<file path="src/rtl/noc_link_rx_pkg.sv">
// Shared types and defaults for the NoC link receiver slice.
package noc_link_pkg;

  localparam int unsigned FLIT_WIDTH = 64;
  localparam int unsigned DEST_WIDTH = 4;

  typedef struct packed {
    logic                  is_tail;
    logic [DEST_WIDTH-1:0] dest;
    logic [FLIT_WIDTH-1:0] data;
  } flit_t;

  // Pointer width that stays at least one bit for a single-entry buffer.
  function automatic int unsigned ptr_width(input int unsigned depth);
    return (depth > 1) ? $clog2(depth) : 1;
  endfunction

endpackage

</file>
<file path="src/rtl/noc_link_rx_if.sv">
// Flit link input plus AXI-Stream output of the link receiver.
interface noc_link_rx_if #(
  parameter int unsigned FLIT_WIDTH = noc_link_pkg::FLIT_WIDTH,
  parameter int unsigned DEST_WIDTH = noc_link_pkg::DEST_WIDTH
);

  logic [FLIT_WIDTH-1:0] data_in;
  logic [DEST_WIDTH-1:0] dest_in;
  logic                  is_tail_in;
  logic                  send_in;
  logic                  credit_out;
  logic                  axis_out_tvalid;
  logic                  axis_out_tready;
  logic [FLIT_WIDTH-1:0] axis_out_tdata;
  logic                  axis_out_tlast;
  logic [DEST_WIDTH-1:0] axis_out_tdest;

  modport slave (
    input  data_in, dest_in, is_tail_in, send_in, axis_out_tready,
    output credit_out, axis_out_tvalid, axis_out_tdata, axis_out_tlast, axis_out_tdest
  );

  modport master (
    output data_in, dest_in, is_tail_in, send_in, axis_out_tready,
    input  credit_out, axis_out_tvalid, axis_out_tdata, axis_out_tlast, axis_out_tdest
  );

endinterface

</file>
<file path="src/rtl/noc_link_rx_flit_fifo.sv">
// Synchronous flit FIFO; a push into a full buffer is accepted only alongside a pop.
module flit_fifo
  import noc_link_pkg::*;
#(
  parameter int unsigned WIDTH      = $bits(flit_t),
  parameter int unsigned DEPTH      = 2,
  parameter bit          FORCE_MLAB = 1'b0,
  localparam int unsigned CNT_W     = $clog2(DEPTH + 1)
) (
  input  logic             clk,
  input  logic             rst,
  input  logic             i_push,
  input  logic [WIDTH-1:0] i_wdata,
  input  logic             i_pop,
  output logic [WIDTH-1:0] o_rdata,
  output logic             o_full,
  output logic             o_empty,
  output logic [CNT_W-1:0] o_count
);

  localparam int unsigned PTR_W = ptr_width(DEPTH);
  localparam logic [PTR_W-1:0] LAST = PTR_W'(DEPTH - 1);

  logic [PTR_W-1:0] r_wr_ptr;
  logic [PTR_W-1:0] r_rd_ptr;
  logic [CNT_W-1:0] r_cnt;
  logic             w_push_ok;
  logic             w_pop_ok;

  assign o_full    = (r_cnt == CNT_W'(DEPTH));
  assign o_empty   = (r_cnt == '0);
  assign o_count   = r_cnt;
  assign w_pop_ok  = i_pop && !o_empty;
  assign w_push_ok = i_push && (!o_full || w_pop_ok);

  always_ff @(posedge clk) begin
    if (rst) begin
      r_wr_ptr <= '0;
      r_rd_ptr <= '0;
      r_cnt    <= '0;
    end else begin
      if (w_push_ok) r_wr_ptr <= (r_wr_ptr == LAST) ? '0 : r_wr_ptr + 1'b1;
      if (w_pop_ok)  r_rd_ptr <= (r_rd_ptr == LAST) ? '0 : r_rd_ptr + 1'b1;
      case ({w_push_ok, w_pop_ok})
        2'b10:   r_cnt <= r_cnt + 1'b1;
        2'b01:   r_cnt <= r_cnt - 1'b1;
        default: r_cnt <= r_cnt;
      endcase
    end
  end

  // Deep buffers can be steered into MLAB; shallow ones stay in registers.
  if (FORCE_MLAB && DEPTH >= 8) begin : g_mlab
    (* ramstyle = "MLAB, no_rw_check" *) logic [WIDTH-1:0] r_mem [DEPTH];
    always_ff @(posedge clk) begin
      if (w_push_ok) r_mem[r_wr_ptr] <= i_wdata;
    end
    assign o_rdata = r_mem[r_rd_ptr];
  end else begin : g_reg
    logic [WIDTH-1:0] r_mem [DEPTH];
    always_ff @(posedge clk) begin
      if (w_push_ok) r_mem[r_wr_ptr] <= i_wdata;
    end
    assign o_rdata = r_mem[r_rd_ptr];
  end

endmodule

</file>
<file path="src/rtl/noc_link_rx.sv">
// Credit-returning link terminator: buffers flits, drains them as AXI-Stream,
// returns one credit per drained flit and counts delivered packets.
module noc_link_rx #(
  parameter int unsigned FLIT_WIDTH        = noc_link_pkg::FLIT_WIDTH,
  parameter int unsigned DEST_WIDTH        = noc_link_pkg::DEST_WIDTH,
  parameter int unsigned FLIT_BUFFER_DEPTH = 2,
  parameter int unsigned PKT_CNT_WIDTH     = 16,
  parameter bit          ROUTER_FORCE_MLAB = 1'b0
) (
  input  logic                     clk_noc,
  input  logic                     rst_noc_sync,
  noc_link_rx_if.slave             link,
  output logic                     overflow_err,
  output logic [PKT_CNT_WIDTH-1:0] pkt_count
);

  import noc_link_pkg::*;

  localparam int unsigned ENTRY_W = FLIT_WIDTH + DEST_WIDTH + 1;
  localparam int unsigned CNT_W   = $clog2(FLIT_BUFFER_DEPTH + 1);

  logic [ENTRY_W-1:0]       w_wdata;
  logic [ENTRY_W-1:0]       w_rdata;
  logic                     w_full;
  logic                     w_empty;
  logic [CNT_W-1:0]         w_count;
  logic                     w_pop;
  logic                     w_drop;
  logic                     r_credit;
  logic                     r_overflow;
  logic [PKT_CNT_WIDTH-1:0] r_pkt_count;

  // Entry layout matches flit_t: {is_tail, dest, data}.
  assign w_wdata = {link.is_tail_in, link.dest_in, link.data_in};
  assign w_pop   = link.axis_out_tready && !w_empty;
  assign w_drop  = link.send_in && w_full && !w_pop;

  flit_fifo #(
    .WIDTH      (ENTRY_W),
    .DEPTH      (FLIT_BUFFER_DEPTH),
    .FORCE_MLAB (ROUTER_FORCE_MLAB)
  ) u_fifo (
    .clk     (clk_noc),
    .rst     (rst_noc_sync),
    .i_push  (link.send_in),
    .i_wdata (w_wdata),
    .i_pop   (w_pop),
    .o_rdata (w_rdata),
    .o_full  (w_full),
    .o_empty (w_empty),
    .o_count (w_count)
  );

  assign link.axis_out_tvalid = (w_count != '0);
  assign link.axis_out_tdata  = w_rdata[FLIT_WIDTH-1:0];
  assign link.axis_out_tdest  = w_rdata[FLIT_WIDTH +: DEST_WIDTH];
  assign link.axis_out_tlast  = w_rdata[ENTRY_W-1];
  assign link.credit_out      = r_credit;
  assign overflow_err         = r_overflow;
  assign pkt_count            = r_pkt_count;

  always_ff @(posedge clk_noc) begin
    if (rst_noc_sync) begin
      r_credit    <= 1'b0;
      r_overflow  <= 1'b0;
      r_pkt_count <= '0;
    end else begin
      r_credit <= w_pop;
      if (w_drop) r_overflow <= 1'b1;
      if (w_pop && w_rdata[ENTRY_W-1]) r_pkt_count <= r_pkt_count + 1'b1;
    end
  end

endmodule

</file>
<file path="src/flat_wrapper.sv">
// flat-port wrapper written by rule: the top's interface ports become plain ports
module noc_link_rx_flat import noc_link_pkg::*;
#(
  parameter int unsigned FLIT_WIDTH        = noc_link_pkg::FLIT_WIDTH,
  parameter int unsigned DEST_WIDTH        = noc_link_pkg::DEST_WIDTH,
  parameter int unsigned FLIT_BUFFER_DEPTH = 2,
  parameter int unsigned PKT_CNT_WIDTH     = 16,
  parameter bit          ROUTER_FORCE_MLAB = 1'b0
)
  (clk_noc, rst_noc_sync, overflow_err, pkt_count, link_data_in, link_dest_in, link_is_tail_in, link_send_in, link_axis_out_tready, link_credit_out, link_axis_out_tvalid, link_axis_out_tdata, link_axis_out_tlast, link_axis_out_tdest);
  noc_link_rx_if #(.FLIT_WIDTH(FLIT_WIDTH), .DEST_WIDTH(DEST_WIDTH)) link_i ();
  input  logic clk_noc;
  input  logic rst_noc_sync;
  output logic overflow_err;
  output logic [PKT_CNT_WIDTH-1:0] pkt_count;
  input wire logic [$bits(link_i.data_in)-1:0] link_data_in;
  input wire logic [$bits(link_i.dest_in)-1:0] link_dest_in;
  input wire logic [$bits(link_i.is_tail_in)-1:0] link_is_tail_in;
  input wire logic [$bits(link_i.send_in)-1:0] link_send_in;
  input wire logic [$bits(link_i.axis_out_tready)-1:0] link_axis_out_tready;
  output wire logic [$bits(link_i.credit_out)-1:0] link_credit_out;
  output wire logic [$bits(link_i.axis_out_tvalid)-1:0] link_axis_out_tvalid;
  output wire logic [$bits(link_i.axis_out_tdata)-1:0] link_axis_out_tdata;
  output wire logic [$bits(link_i.axis_out_tlast)-1:0] link_axis_out_tlast;
  output wire logic [$bits(link_i.axis_out_tdest)-1:0] link_axis_out_tdest;
  assign link_i.data_in = link_data_in;
  assign link_i.dest_in = link_dest_in;
  assign link_i.is_tail_in = link_is_tail_in;
  assign link_i.send_in = link_send_in;
  assign link_i.axis_out_tready = link_axis_out_tready;
  assign link_credit_out = link_i.credit_out;
  assign link_axis_out_tvalid = link_i.axis_out_tvalid;
  assign link_axis_out_tdata = link_i.axis_out_tdata;
  assign link_axis_out_tlast = link_i.axis_out_tlast;
  assign link_axis_out_tdest = link_i.axis_out_tdest;
  noc_link_rx #(.FLIT_WIDTH(FLIT_WIDTH), .DEST_WIDTH(DEST_WIDTH), .FLIT_BUFFER_DEPTH(FLIT_BUFFER_DEPTH), .PKT_CNT_WIDTH(PKT_CNT_WIDTH), .ROUTER_FORCE_MLAB(ROUTER_FORCE_MLAB)) u_core (.clk_noc(clk_noc), .rst_noc_sync(rst_noc_sync), .link(link_i), .overflow_err(overflow_err), .pkt_count(pkt_count));
endmodule
</file>
<file path="config.mk">
export PLATFORM = sky130hd
export DESIGN_NAME = noc_link_rx_flat
export DESIGN_NICKNAME = d
export VERILOG_FILES = /design/src/rtl/noc_link_rx_pkg.sv /design/src/rtl/noc_link_rx_if.sv /design/src/rtl/noc_link_rx_flit_fifo.sv /design/src/rtl/noc_link_rx.sv /design/src/flat_wrapper.sv
export SDC_FILE = /design/constraint.sdc
export NUM_CORES = 1
export LEC_CHECK = 0
export CAP_MARGIN = 10
export CORE_ASPECT_RATIO = 0.75
export CORE_MARGIN = 2
export CORE_UTILIZATION = 48
export DETAILED_ROUTE_END_ITERATION = 7
export GPL_ROUTABILITY_DRIVEN = 1
export PLACE_DENSITY = 0.8
export REMOVE_ABC_BUFFERS = 1
export SLEW_MARGIN = 10
export SYNTH_ARGS = -nofsm -noshare
export SYNTH_HDL_FRONTEND = slang
export SYNTH_SLANG_ARGS = --single-unit
</file>
<file path="constraint.sdc">
create_clock -name clk_noc -period 4.9 [get_ports clk_noc]
set_input_delay 0.735 -clock clk_noc [delete_from_list [all_inputs] [get_ports clk_noc]]
set_output_delay 0.735 -clock clk_noc [all_outputs]
set_load 0.1 [all_outputs]
</file>
==> results of run 1 <==
[power by group through the flow]
stage	clock network, µW	logic [µW]	registers, µW
6_report	1190	828	1610
5_1_grt	1270	852	1610
4_1_cts	1220	832	1610
3_5_place_dp	0	829	1630
3_3_place_gp	0	824	1630
2_1_floorplan	0	599	1640
[cells by family (layout without fill, tap and decap cells)]
| logic type | Yosys count | count (layout) | share of synthesized area |
|---|---|---|---|
| xor gates and xnor gates | 11 | 11 | 0.0160 |
| buffers and inverters | 15 | 195 | 0.0108 |
| DFF | 161 | 161 | 0.767 |
| and+or+nand+nor | 57 | 57 | 0.0513 |
| AOI/OAI and AO/OA | 19 | 19 | 0.0183 |
| adders and majority gates | 1 | 1 | 0.00208 |
| muxes | 72 | 72 | 0.134 |
[cell usage in the layout, fill, tap and decap left out, types with 2 or more instances in the layout]
cell	netlist	routed
xnor2_1	6	6
nand2_1	7	7
clkinvlp_4	0	6
edfxtp_1	138	138
mux2_2	69	69
mux2i_1	3	3
xor2_1	5	5
o21ai_0	8	8
or3_1	7	7
nand3_1	5	5
inv_6	0	4
clkbuf_16	0	17
and4_1	2	2
clkdlybuf4s50_1	0	160
nor4_1	2	2
nor3b_1	2	2
a21oi_1	8	8
nor2_1	18	17
and3_1	3	2
dfxtp_1	23	22
clkinv_4	0	3
nand4_1	3	3
inv_1	2	2
[sequential cells by signal, summed over array words and instances (netlist names), named ones only]
name / count
u_core.u_fifo.g_reg.r_mem: 138
u_core.pkt_count: 16
u_core.u_fifo.o_count: 2
u_core.link.credit_out: 1
u_core.overflow_err: 1
u_core.u_fifo.r_rd_ptr: 1
u_core.u_fifo.r_wr_ptr: 1
[per-layer routing]
layer	global-route usage	vias to the layer above	wire, µm
li1	-	1630	-
met1	0.246	1694	5370
met2	0.289	131	5760
met3	0.0714	9	855
met4	0.0401	0	82
met5	0	-	0
[final cells by class]
cell class                      instances  area, µm²  area share
Timing Repair Buffer                  162       1630       0.195
Sequential cell                       161       4610       0.553
Tap cell                              166        208      0.0249
Multi-Input combinational cell        160       1350       0.162
Clock inverter                         14        110      0.0132
Clock buffer                           17        425      0.0510
Inverter                                2       7.51    0.000901
[worst paths after layout]
check | from | to | slack [ps] | cells past startpoint
setup / recovery | register | link_axis_out_tdata[31] | 1190 | 3
hold / removal | u_core.pkt_count[15] | u_core.pkt_count[15] | 500 | 2
setup reg to reg | register | u_core.pkt_count[12] | 2590 | 4
hold reg to reg | u_core.pkt_count[15] | u_core.pkt_count[15] | 500 | 2
[worst min-delay path, cell delays in order, from the launching register on]
cell and delay, ps:
dfxtp_1 320, o21ai_0 70, a21oi_1 60
[through the flow]
stage / hold slack, ps / std cells / util / instance area (µm²)
after floorplan: 472 / 323 / - / 5950
after global placement: 467 / 651 / 0.636 / 7800
after detailed placement: 490 / 651 / 0.636 / 7800
after CTS: 500 / 682 / 0.680 / 8330
after global routing: 513 / 682 / 0.680 / 8330
final: 495 / 682 / 0.680 / 8330
==> out/summary.txt, run 1 <==
Status - finished, final reports clean
Leakage - 0.00277 µW
Crit path DAT - 2970 ps
Cell area after synthesis - 6000 µm²
Area delta synth->final - 38.8%
Max Clk Rate - 270 MHz
Predominant post-synthesis flop cell - edfxtp_1
Clock Root Buffer - clkbuf_16
Worst Path Required - 4160 ps
WL final - 12100 µm
Filler instances - 854
Die ar. - 13400 µm²
First-pass GRT wire length - 18500 µm
DRT Pass-1 Iters - 4
CTS resizes - 0
GP Congestion - 0.740
Via Count - 3464
Post-layout worst setup margin - 1190 ps
# nets final - 578
Critical path fanouts, max - 38
Startpoint Class - register
CP bufs+invs - 2
Top cells by count, synth - edfxtp_1, mux2_2, dfxtp_1, nor2_1, clkbuf_1
Clock tree sinks - 161
Die width - 133 µm
N_diodes - 0
Max-Cap Viols - 0
Gate power share - 0.228
Fin. max-slew vios - 0
Power share of the clock group - 0.329
Switching pwr - 1170 µW
Setup violators final - 0
Grt ovf - 0
Worst Tran Pin Value - 1010 ps
Critical path endpoint category - output port
CTS Buf Count - 17
Crit-path cells - buf_4 -> mux2_2 -> clkdlybuf4s50_1
Avg Vias per Cell - 5.08
Critical path type - reg2out
Boundary Pins - 161
Yosys cell types - 33
Final Hold Fails - 0
Initial antenna violation count - 0
CTS tree - done
Cell taking the most area after synthesis - edfxtp_1
P_int - 2450 µW
First DRT Iteration DRCs - 183
Largest net degree at the start of global routing - 70
Hold Buf Count CTS - 0
Drt drc - 0
RSZ-0062 raised after global routing - false
Remaining antenna violation count - 0
Power Total - 3620 µW
HPWL Detailed - 7850 µm
Clock latency on the worst-skew pair - 410 ps
Seq pwr share - 0.443
Mean post-synth cell area - 17.9 µm²
CP max stage delay - 1130 ps
Register area share after synthesis - 0.767
Cells after Synth - 336
Cell with the most instances after synthesis - edfxtp_1
Power Density - 435 nW/µm²
Worst path slowest cell - clkdlybuf4s50_1
Share of cells above drive strength 1 - 0.211
Yosys warns - 0
# H-tree levels - 4
EDFF count, synth - 138
Sum Neg Setup Slack - 0 ps
CP delay by family, top - buffers and inverters
Die height - 101 µm
Worst vdd ir - 274 µV
Tightest Hold Check Type - reg2reg
Tcrit/Tclk final - 0.757
GRT Total Usage - 0.183
Core footprint - 12300 µm²
Dominant cells by area after synthesis - edfxtp_1, mux2_2, dfxtp_1
Yosys top cell area share - 0.690
Clock Skew - 9.23 ps
IO Port Bufs - 160
Routed len/inst - 17.7 µm
Number of synthesized register bits - 161
Dpl ws - 1580 ps
Min Tclk post-route - 3710 ps
Initial Util - 0.490
Relative slew slack - 0.327
Switching Share - 0.324
Longest Clk Path Bufs - 2
Vias in the first global route - 3473
Clock transition at path regs - 60 ps
Async set-or-reset flop fraction in the synthesized netlist - 0
Post-CTS setup buffers - 0
Row cnt - 35
No activity file was read; power rests on OpenSTA's default activity.
==> inputs of run 2 (changes only) <==
==> constraint.sdc (replaced) <==
create_clock -name clk_noc -period 3.55 [get_ports clk_noc]
set_input_delay 0.5325 -clock clk_noc [delete_from_list [all_inputs] [get_ports clk_noc]]
set_output_delay 0.5325 -clock clk_noc [all_outputs]
set_load 0.1 [all_outputs]
==> run 2 against run 1 <==
  * Hold slack improved by 4.4 ps
  * Design area fell by 0.99%
  * Total power rose by 44%
  * Clock power rose by 60%
  * Non-clock buffer count rose by 1
  * Clock-buffer cell count rose by 3
  * Sequential power rose by 38%
  * Largest cell class unchanged
  * Largest power group unchanged
==> out/summary.txt, run 2 (synthesis results as in run 1) <==
Hold Path Stages - 2 (unchanged)
Clock transition at path regs - 60 ps (about the same)
Tcrit/Tclk final - 0.789
Final Non-Filler Cells - 684 (+0.29%)
Reg with most FFs - u_core.u_fifo.g_reg.r_mem
Post-CTS setup buffers - 0 (unchanged)
Vias in the first global route - 3478 (+0.14%)
IO Port Bufs - 160 (unchanged)
Gate power share - 0.213 (-0.015)
HPWL Detailed - 7670 µm (-2.2%)
Die height - 101 µm (unchanged)
Worst vdd ir - 346 µV (+26%)
P_int - 3640 µW (+49%)
Top sig layer - met4
Power Total - 5220 µW (+44%)
Routed len/inst - 17.2 µm (-3.0%)
Startpoint Class - input port
Row cnt - 35 (unchanged)
Post-layout worst setup margin - 750 ps (-442 ps)
Clock tree sinks - 161 (unchanged)
Power Density - 633 nW/µm² (+46%)
Initial antenna violation count - 0 (unchanged)
Clock latency on the worst-skew pair - 400 ps (about the same)
# nets final - 579 (+0.17%)
Worst Path Required - 3590 ps (-570 ps)
Boundary Pins - 161 (unchanged)
Clock Root Buffer - clkbuf_16
CTS Buf Count - 17 (unchanged)
Setup violators final - 0 (unchanged)
Critical path type - in2reg
Post-DP Area - 7630 µm² (-2.1%)
Via Count - 3474 (+0.29%)
Die ar. - 13400 µm² (unchanged)
Path depth of the worst reg2reg path - 4 (unchanged)
Grt ovf - 0 (unchanged)
N_diodes - 0 (unchanged)
Area delta synth->final - 37.5%
Metal2 WL - 5540 µm (-3.9%)
Status - finished, final reports clean
Hold path startpoint - u_core.pkt_count[15]
Avg Vias per Cell - 5.08 (about the same)
Max Clk Rate - 357 MHz
Hold path endpoint - u_core.pkt_count[15]
Relative slew slack - 0.302 (-0.0243)
GP Congestion - 0.732 (-1.1%)
Critical path endpoint category - register
Most common cell after layout, fill and taps aside - edfxtp_1
Wl on met1 - 5220 µm (-2.8%)
Largest net degree at the start of global routing - 70 (unchanged)
Die width - 133 µm (unchanged)
Longest Clk Path Bufs - 2 (unchanged)
Final Hold Fails - 0 (unchanged)
Fin. max-slew vios - 0 (unchanged)
Worst R2R Start - u_core.u_fifo.o_count[0]
Core footprint - 12300 µm² (unchanged)
CTS tree - done
Initial Util - 0.490 (unchanged)
R2r setup slk - 990 ps (-1600 ps)
RSZ-0062 raised after global routing - false
Worst Tran Pin Value - 1040 ps (+37.1 ps)
Hold Buf Count CTS - 0 (unchanged)
Dpl cells - 652 (+0.15%)
Tightest Hold Check Type - reg2reg
Number of flip-flops in the largest register - 138 (unchanged)
Drt drc - 0 (unchanged)
Seq pwr share - 0.424 (-0.019)
# H-tree levels - 4 (unchanged)
Switching Share - 0.303 (-0.0205)
First DRT Iteration DRCs - 175 (-4.4%)
Crit path DAT - 2840 ps (-130 ps)
Min Tclk post-route - 2800 ps
GRT Total Usage - 0.174 (-0.00975)
DRT Pass-1 Iters - 4 (unchanged)
CTS resizes - 0 (unchanged)
Remaining antenna violation count - 0 (unchanged)
Most frequent cells in the layout - edfxtp_1, clkdlybuf4s50_1, buf_4, mux2_2, dfxtp_1
Power share of the clock group - 0.363 (+0.034)
WL final - 11700 µm (-2.7%)
Critical path fanouts, max - 36 (-5.3%)
Max-Cap Viols - 0 (unchanged)
WHS - 500 ps (+4.40 ps)
Fin area - 8250 µm² (-0.99%)
Share of cells above drive strength 1 - 0.344 (+0.132)
DR WL met3 - 867 µm (+1.4%)
First-pass GRT wire length - 17700 µm (-4.4%)
Dpl ws - 266 ps (-1320 ps)
Clock Skew - 6.83 ps (-2.40 ps)
Leakage - 0.00289 µW (+4.2%)
Reg-to-Reg End - u_core.u_fifo.g_reg.r_mem[0][18]
Switching pwr - 1580 µW (+35%)
[run 2: cell count changes in the layout (fill, tap and decap cells not counted), sizes merged]
cell,change
buf,+70
clkdlybuf4s50,-69
bufinv,+4
clkbuf,+3
clkinvlp,-3
clkinv,-2
inv,-1
[run 2: worst max-delay path, cell delays in order]
cell	delay [ps]
clkdlybuf4s50_1	580
or3b_2	200
nand2_1	120
nor2_4	820
buf_4	560
[run 2: metal layers]
layer / vias up / GRT usage
met1: 1695 / 0.227
met2: 130 / 0.281
met5: - / 0
met3: 13 / 0.0563
met4: 0 / 0.0524
li1: 1636 / -
[run 2: area by class of cell]
| class | instances | area (µm²) |
|---|---|---|
| flip-flops and latches | 161 | 4610 |
| fillers | 845 | 4010 |
| repair buffers | 163 | 1460 |
| multi-input cells | 160 | 1350 |
| clock buffers | 20 | 437 |
| well taps | 166 | 208 |
| clock inverters | 12 | 181 |
| inverters | 2 | 7.51 |
[run 2: metrics by stage]
stage	util	TNS (ps)
floorplan	-	-38140
global placement	0.623	0
detailed placement	0.623	0
CTS	0.673	0
global route	0.673	0
finish	0.673	0
[run 2: how the worst max path moves through the flow]
stage	start	cells after the start	slack, ps	endpoint
floorplan	link_axis_out_tready	3	-550	u_core.u_fifo.g_reg.r_mem[0][0]
global placement	link_axis_out_tready	5	410	u_core.u_fifo.g_reg.r_mem[0][32]
detailed placement	link_axis_out_tready	5	270	u_core.u_fifo.g_reg.r_mem[0][32]
CTS	link_axis_out_tready	5	710	u_core.u_fifo.g_reg.r_mem[0][39]
global route	link_axis_out_tready	5	580	u_core.u_fifo.g_reg.r_mem[0][7]
finish	link_axis_out_tready	5	750	u_core.u_fifo.g_reg.r_mem[0][18]
[run 2: power groups by stage]
stage / registers (µW) / logic, µW / clock network (µW)
4_1_cts: 2220 / 1120 / 1940
6_report: 2220 / 1110 / 1900
3_5_place_dp: 2260 / 1110 / 0
5_1_grt: 2230 / 1140 / 2010
3_3_place_gp: 2250 / 1110 / 0
2_1_floorplan: 2270 / 827 / 0
==> variant (flow settings as in run 1) <==
`FLIT_BUFFER_DEPTH` is set to 2 in 2 places; all go to 4.
--- a/src/rtl/noc_link_rx.sv
+++ b/src/rtl/noc_link_rx.sv
@@ -4,5 +4,5 @@
   parameter int unsigned FLIT_WIDTH        = noc_link_pkg::FLIT_WIDTH,
   parameter int unsigned DEST_WIDTH        = noc_link_pkg::DEST_WIDTH,
-  parameter int unsigned FLIT_BUFFER_DEPTH = 2,
+  parameter int unsigned FLIT_BUFFER_DEPTH = 4,
   parameter int unsigned PKT_CNT_WIDTH     = 16,
   parameter bit          ROUTER_FORCE_MLAB = 1'b0
--- a/src/flat_wrapper.sv
+++ b/src/flat_wrapper.sv
@@ -4,5 +4,5 @@
   parameter int unsigned FLIT_WIDTH        = noc_link_pkg::FLIT_WIDTH,
   parameter int unsigned DEST_WIDTH        = noc_link_pkg::DEST_WIDTH,
-  parameter int unsigned FLIT_BUFFER_DEPTH = 2,
+  parameter int unsigned FLIT_BUFFER_DEPTH = 4,
   parameter int unsigned PKT_CNT_WIDTH     = 16,
   parameter bit          ROUTER_FORCE_MLAB = 1'b0
Formal check against the unedited RTL: not equivalent (a bounded check fails within 4 cycles, from zero or initial values and one cycle with rst_noc_sync high).
==> variant against run 1 <==
Worst setup slack lost 0.24 ns. Cell count rose by 47%. Sequential cell count up 142. Design area is 69% higher. Sequential power is 90% higher. Routed wire length up 78%. Synthesized area rose by 87%. Power rose by 97%. Combinational power is 130% higher. Largest cell class unchanged. Highest routed layer is now met5.
==> variant: results <==
[detailed_routing]
routedLengthMet1_microns = 9348
maxUsedRoutingLayer = met5
met2_length_microns = 10390
totalWireLength_microns = 21510
detailedRoute.firstPassIterationCount = 5
detailed_route_via_count = 5525
vias_per_cell = 5.525
detailroute.wirelength.met3_microns = 1275

[clock_network]
tritoncts.num_buffers = 28
clk_path_buf_depth = 3
cts.sinks = 303
worstSkewPairLatency_ns = 0.53
htree_num_levels = 1

[synth]
mux_share_of_post_synthesis_cell_area = 0.1402
synth_edf_count = 276
yosysSeqAreaShare = 0.7865
yosys.area_share.xor_xnor = 0.004682
netlist_top_cells_area = sky130_fd_sc_hd__edfxtp_1 (74%), sky130_fd_sc_hd__mux4_2 (14%), sky130_fd_sc_hd__dfxtp_1 (4.8%)
syn_inst = 509
synth_compound_gate_area_share = 0.01538
synth-adder-area-share = 0.008472
leading_cell_types_by_count_after_synthesis = sky130_fd_sc_hd__edfxtp_1 (276), sky130_fd_sc_hd__mux4_2 (69), sky130_fd_sc_hd__dfxtp_1 (27)

[worst_setup_path]
critical_path.max_fanout = 58
worst_r2r_path_depth = 3
worst_path_max_stage_delay_ns = 1.16
timing.reg2reg.setup_slack_ns = 2.33
worst-endpoint-arrival_ns = 3.21
crit_path_end = link_axis_out_tdata[15]

[finish]
final_core_utilization = 0.6110
finish.net_count = 760
fraction_of_layout_cells_with_a_size_suffix_above_1 = 0.1743
area_of_the_multi_input_gates_sq_um = 2281
largest_register_ff_count = 276
non_clock_buffering_overhead = 0.1164
comb.multi_input.count = 178
layout.clock.cell_area_share = 0.06428
area.share.sequential = 0.6287
n_all_inverters = 6
n_clock_buffer = 34
final.signal_buffer_count = 163

[global_route]
global_route.usage.total = 0.1767
met3_usage = 0.03991
antenna_found_initial = 1
groute.layer.met2.usage = 0.2886
grt_pass1_wl_microns = 33410
vias_in_the_first_global_route = 5904
grtUsageMet1 = 0.2453

[min_path]
hold_end = u_core.overflow_err$_SDFFE_PP0P_
min_from = u_core.overflow_err$_SDFFE_PP0P_

[status]
status = finished, final reports clean

[power_and_ir_drop]
total_switching_power_mw = 2.372
vdd_ir_drop_max_v = 0.0002985

[placed_design]
place_worst_setup_slack_ns = 1.474
numPlacedInstances = 950
finalWeightedCongestion = 0.7865
dpl.hpwl_microns = 13020

[sta]
timing.hold.ws_ns = 0.4850
skew_ns = 0.007106
postLayoutSetupSlackWorst_ns = 0.9518
## variant: cell types whose count changed in the layout (fill, tap and decap cells not counted), moves of 6 or more
cell,change
sky130_fd_sc_hd__a21oi_1,+6
sky130_fd_sc_hd__clkbuf_16,+12
sky130_fd_sc_hd__clkinv_2,+7
sky130_fd_sc_hd__edfxtp_1,+138
sky130_fd_sc_hd__mux2_2,-69
sky130_fd_sc_hd__mux4_2,+69
sky130_fd_sc_hd__o31ai_1,+7
sky130_fd_sc_hd__or4_1,+6
sky130_fd_sc_hd__xnor2_1,-6
## variant: power by group through the flow
stage	clock (mW)	combinational [mW]	sequential, mW
detailed placement	0	1.95	3.12
global route	2.27	2.00	3.08
CTS	2.17	1.95	3.06
global placement	0	1.92	3.10
finish	2.13	1.93	3.06
floorplan	0	1.44	3.16
## variant: critical path: cells and delay by family, from the launching register on
kind,cells,cell delay [ns]
flops,1,0.91
mux,1,0.22
buf+inv,2,1.51
